`src/rtl/fir_pkg.sv`:
```
// Shared definitions for the time-multiplexed FIR filters: FSM encoding and
// the width helpers used to size the product and accumulator paths.
package fir_pkg;

  typedef enum logic [1:0] {
    ST_IDLE   = 2'd0,
    ST_MAC    = 2'd1,
    ST_OUTPUT = 2'd2
  } fir_state_e;

  function automatic int clog2(input int n);
    int r;
    r = 0;
    for (int i = 0; i < 31; i++) begin
      if ((1 << i) < n) r = i + 1;
    end
    return r;
  endfunction

  function automatic int prod_width(input int data_w, input int coeff_w);
    return data_w + coeff_w;
  endfunction

  // Headroom of clog2(taps) bits means the sum of all products cannot overflow.
  function automatic int acc_width(input int data_w, input int coeff_w, input int taps);
    return data_w + coeff_w + clog2(taps);
  endfunction

endpackage

```
`src/rtl/fir_round_sat.sv`:
```
// Round-half-up and saturate a fixed-point accumulator down to OUT_WIDTH.
// Purely combinational so any filter in the codebase can reuse it.
module fir_round_sat #(
  parameter int ACC_WIDTH            = 35,
  parameter int COEFF_FRACTION_WIDTH = 15,
  parameter int OUT_WIDTH            = 16
) (
  input  logic signed [ACC_WIDTH-1:0] acc_i,
  output logic signed [OUT_WIDTH-1:0] data_o,
  output logic                        sat_o
);

  // One extra bit so adding the half-LSB bias can never wrap.
  localparam int EXT_W = ACC_WIDTH + 1;
  localparam logic signed [EXT_W-1:0] HALF = EXT_W'(1) <<< (COEFF_FRACTION_WIDTH - 1);
  localparam logic signed [EXT_W-1:0] MAXV = (EXT_W'(1) <<< (OUT_WIDTH - 1)) - EXT_W'(1);
  localparam logic signed [EXT_W-1:0] MINV = -(EXT_W'(1) <<< (OUT_WIDTH - 1));

  logic signed [EXT_W-1:0] biased;
  logic signed [EXT_W-1:0] shifted;

  assign biased  = {acc_i[ACC_WIDTH-1], acc_i} + HALF;
  assign shifted = biased >>> COEFF_FRACTION_WIDTH;

  always_comb begin
    data_o = shifted[OUT_WIDTH-1:0];
    sat_o  = 1'b0;
    if (shifted > MAXV) begin
      data_o = MAXV[OUT_WIDTH-1:0];
      sat_o  = 1'b1;
    end else if (shifted < MINV) begin
      data_o = MINV[OUT_WIDTH-1:0];
      sat_o  = 1'b1;
    end
  end

endmodule

```
`src/rtl/fir_ntap_hardware_share.sv`:
```
// N-tap FIR that walks the taps one per cycle through a single multiplier,
// with loadable coefficients and valid/ready handshakes on both streams.
module fir_ntap_hardware_share
  import fir_pkg::*;
#(
  parameter int DATA_WIDTH           = 16,
  parameter int COEFF_WIDTH          = 16,
  parameter int COEFF_FRACTION_WIDTH = 15,
  parameter int NUM_TAPS             = 8,
  parameter int OUT_WIDTH            = 16
) (
  input  logic                              clk,
  input  logic                              reset_n,
  input  logic signed [DATA_WIDTH-1:0]      i_data,
  input  logic                              i_data_valid,
  output logic                              o_data_ready,
  input  logic                              i_coeff_we,
  input  logic [clog2(NUM_TAPS)-1:0]        i_coeff_addr,
  input  logic signed [COEFF_WIDTH-1:0]     i_coeff_data,
  input  logic                              i_flush,
  output logic signed [OUT_WIDTH-1:0]       o_data,
  output logic                              o_sat,
  output logic                              o_data_valid,
  input  logic                              i_out_ready
);

  localparam int TAP_W      = clog2(NUM_TAPS);
  localparam int PROD_WIDTH = prod_width(DATA_WIDTH, COEFF_WIDTH);
  localparam int ACC_WIDTH  = acc_width(DATA_WIDTH, COEFF_WIDTH, NUM_TAPS);
  localparam logic [TAP_W-1:0] LAST_TAP = TAP_W'(NUM_TAPS - 1);

  fir_state_e state_q, state_d;
  logic [TAP_W-1:0]              cnt_q;
  logic signed [DATA_WIDTH-1:0]  x_q    [NUM_TAPS];
  logic signed [COEFF_WIDTH-1:0] coef_q [NUM_TAPS];
  logic signed [ACC_WIDTH-1:0]   acc_q;
  logic signed [OUT_WIDTH-1:0]   data_q;
  logic                          sat_q;

  logic                          idle, accept, last_tap, addr_ok;
  logic signed [DATA_WIDTH-1:0]  x_sel;
  logic signed [COEFF_WIDTH-1:0] c_sel;
  logic signed [PROD_WIDTH-1:0]  prod;
  logic signed [ACC_WIDTH-1:0]   acc_sum;
  logic signed [OUT_WIDTH-1:0]   rs_data;
  logic                          rs_sat;

  assign idle     = (state_q == ST_IDLE);
  // Flush has priority over a sample arriving in the same cycle.
  assign accept   = idle && i_data_valid && !i_flush;
  assign last_tap = (cnt_q == LAST_TAP);
  assign addr_ok  = ({1'b0, i_coeff_addr} < (TAP_W + 1)'(NUM_TAPS));

  // Shared multiplier: operands selected by the tap counter.
  assign x_sel   = x_q[cnt_q];
  assign c_sel   = coef_q[cnt_q];
  assign prod    = PROD_WIDTH'(x_sel) * PROD_WIDTH'(c_sel);
  assign acc_sum = acc_q + ACC_WIDTH'(prod);

  fir_round_sat #(
    .ACC_WIDTH           (ACC_WIDTH),
    .COEFF_FRACTION_WIDTH(COEFF_FRACTION_WIDTH),
    .OUT_WIDTH           (OUT_WIDTH)
  ) u_round_sat (
    .acc_i (acc_sum),
    .data_o(rs_data),
    .sat_o (rs_sat)
  );

  always_comb begin
    state_d      = state_q;
    o_data_ready = 1'b0;
    o_data_valid = 1'b0;
    unique case (state_q)
      ST_IDLE: begin
        o_data_ready = 1'b1;
        if (accept) state_d = ST_MAC;
      end
      ST_MAC: begin
        if (last_tap) state_d = ST_OUTPUT;
      end
      ST_OUTPUT: begin
        o_data_valid = 1'b1;
        if (i_out_ready) state_d = ST_IDLE;
      end
      default: state_d = ST_IDLE;
    endcase
  end

  always_ff @(posedge clk or negedge reset_n) begin
    if (!reset_n) begin
      state_q <= ST_IDLE;
      cnt_q   <= '0;
      acc_q   <= '0;
      data_q  <= '0;
      sat_q   <= 1'b0;
      for (int k = 0; k < NUM_TAPS; k++) begin
        x_q[k]    <= '0;
        coef_q[k] <= '0;
      end
    end else begin
      state_q <= state_d;
      if (idle && i_flush) begin
        for (int k = 0; k < NUM_TAPS; k++) x_q[k] <= '0;
      end else if (accept) begin
        x_q[0] <= i_data;
        for (int k = 1; k < NUM_TAPS; k++) x_q[k] <= x_q[k-1];
      end
      if (accept) begin
        cnt_q <= '0;
        acc_q <= '0;
      end else if (state_q == ST_MAC) begin
        acc_q <= acc_sum;
        cnt_q <= last_tap ? '0 : cnt_q + TAP_W'(1);
        if (last_tap) begin
          data_q <= rs_data;
          sat_q  <= rs_sat;
        end
      end
      if (idle && i_coeff_we && addr_ok) coef_q[i_coeff_addr] <= i_coeff_data;
    end
  end

  assign o_data = data_q;
  assign o_sat  = sat_q;

endmodule

```
`config.mk`:
```
export PLATFORM = sky130hd
export DESIGN_NAME = fir_ntap_hardware_share
export DESIGN_NICKNAME = d
export VERILOG_FILES = /design/src/rtl/fir_pkg.sv /design/src/rtl/fir_round_sat.sv /design/src/rtl/fir_ntap_hardware_share.sv
export SDC_FILE = /design/constraint.sdc
export NUM_CORES = 1
export LEC_CHECK = 0
export ABC_AREA = 1
export BUFFER_PORTS_ARGS = -buffer_cell sky130_fd_sc_hd__buf_2
export CAP_MARGIN = 40
export CELL_PAD_IN_SITES_DETAIL_PLACEMENT = 0
export CELL_PAD_IN_SITES_GLOBAL_PLACEMENT = 1
export CORE_UTILIZATION = 50
export CTS_CLUSTER_DIAMETER = 120
export DETAILED_ROUTE_END_ITERATION = 8
export PLACE_DENSITY = 0.88
export SLEW_MARGIN = 20
export SYNTH_ARGS = -nofsm -noshare
export SYNTH_HDL_FRONTEND = slang
export SYNTH_HIERARCHICAL = 1
export SYNTH_SLANG_ARGS = --single-unit
```
`constraint.sdc`:
```
create_clock -name clk -period 9.3 [get_ports clk]
set_input_delay 1.86 -clock clk [delete_from_list [all_inputs] [get_ports clk]]
set_output_delay 1.86 -clock clk [all_outputs]
set_load 0.01 [all_outputs]
```
==> flow_summary.toml <==
[sta]
min_period_over_period_pct = 94.9
final.setup.tns_ns = 0
worst_pin_slew_ns = 0.934
skew_ns = 0.0187
drv_slew = 0
setup_violations = 0
min_period_ns = 8.82
clock.fmax_mhz = 113
maxSlewHeadroom_pct = 37.8
hold_viol_final = 0
setup_ws_ns = 0.477

[clock_network]
cts_hold_buffers = 0
cts_tree = "yes"
cts_buffer_depth = 3
cts_made_buffers = 37
htree_levels = 2
clkTransAtPathRegs_ns = 0.06
clkSinkCount = 313
clk-insertion-delay-late_ns = 0.55
cts_root_buf = "clkbuf_16"

[hold_path]
hp-class = "reg2reg"

[detailed_routing]
vias = 21000
totalWireLength_mm = 70.1
drt_iter0_markers = 1750
route.detailed.wl_per_inst_um = 17.8
dr.pass1.iters = 6
postRouteAntennaNets = 0
avgViaCountPerCell = 5.35
drt_drc_violations_left = 0

[critical_path]
worstSetupEndpointType = "flip-flop"
cp_common_cell = "inv_1"
worstPathRequired_ns = 9.72
cpPeakStageDelay_ns = 0.60
cp-start-kind = "flip-flop"
critPathSlowestCell = "dfrtp_4"
critPathMaxFanout = 57
worst-setup-path-type = "reg2reg"
r2r_setup_slack_ns = 0.48
cp.arrival_ns = 9.24

[place]
port_buffers = 59
pre_cts_ws_ns = 0.0801
placed_cells = 3850
gp_congestion = 0.949
placed_area_mm2 = 0.0276
place.detailed.hpwl_mm = 52.2

[global_route]
grt_pass1_vias = 22000
grt_use_met2_pct = 44.0
grtUsageMet3_pct = 5.07
grt.busiest_layer = "met2"
grt_util_met1_pct = 37.8
antenna_found_initial = 0
grt_usage_pct = 27.4
grt_overflow = 0
grt_max_degree = 164
grt_pass1_wl_mm = 116

[finish]
syn_to_final_growth_pct = 9.54
fin_nets = 3680
stdcell_count = 3929
diodes = 0
drive_gt1_share_pct = 9.70
design_area_mm2 = 0.0290

[yosys]
syn_avg_cell_area_um2 = 8.35
netlist_area_mm2 = 0.0265
syn-num-nets = 3628
syn_inst = 3170
yosys_warnings = 6

[run_status]
status = "finished clean"

[floorplanning]
rows = 83
die_w_um = 232
core_area_mm2 = 0.0518
ios = 60
dieArea_mm2 = 0.0539
start_util_pct = 51.1
die-height_um = 232

[flow_run]
drv_cap = 0
## sequential cells by signal, summed over array words and instances (netlist names)
register	flops
state_q	2
acc_q	35
x_q	128
cnt_q	3
o_sat	1
o_data	16
coef_q	128
## final timing paths
check,to,cells after the start,from
setup / recovery,o_data[7],36,cnt_q[0]
hold / removal,coef_q[18],2,coef_q[18]
setup reg to reg,o_data[7],36,cnt_q[0]
hold reg to reg,coef_q[18],2,coef_q[18]
max in group asynchronous,cnt_q[0],2,reset_n
min in group asynchronous,x_q[11],1,reset_n
## metrics by stage
stage,hold slack [ns],utilization (%)
after detailed placement,0.468,53.2
after global placement,0.460,53.2
final,0.481,56.0
after CTS,0.484,55.6
after global routing,0.498,56.0
after floorplan,0.448,-
## layout make-up
type	count	area (µm²)
clock buffers	52	1070
clock inverters	14	144
fillers	4777	22800
inverters	647	2440
multi-input cells	2079	15600
flip-flops and latches	313	7840
well taps	680	851
repair buffers	144	1070
## worst max-delay path, delay by kind of cell (launching register included)
family / cells / cell delay (ns)
buffers and inverters: 9 / 1.24
adders and majority gates: 7 / 3.26
AOI/OAI and AO/OA: 6 / 1.42
muxes: 1 / 0.26
DFF: 1 / 0.60
and+or+nand+nor: 13 / 1.88
## timing repair
| item | in CTS | in global routing |
|---|---|---|
| gates resized for setup | 0 | 18 |
| endpoints found under the setup margin | 0 | 17 |
| buffers inserted | 0 | 10 |
## routing by layer
| layer | wire [µm] | share of wire (%) |
|---|---|---|
| met5 | 0 | 0 |
| met4 | 1870 | 2.7 |
| met3 | 4890 | 7.0 |
| met2 | 32500 | 46 |
| met1 | 30800 | 44 |
## layout by cell type, fill, tap and decap left out, types with 79 or more instances in the layout
cell     instances
a21oi_1        124
dfrtp_1        311
fa_1           309
ha_1           106
inv_1          630
nand2_1        594
nand3_1         79
nor2_1         260
o21ai_0        290
o22ai_1        107
Power is not shown: default switching activity piles up to over one toggle a cycle in this logic, so the estimate is an artifact.
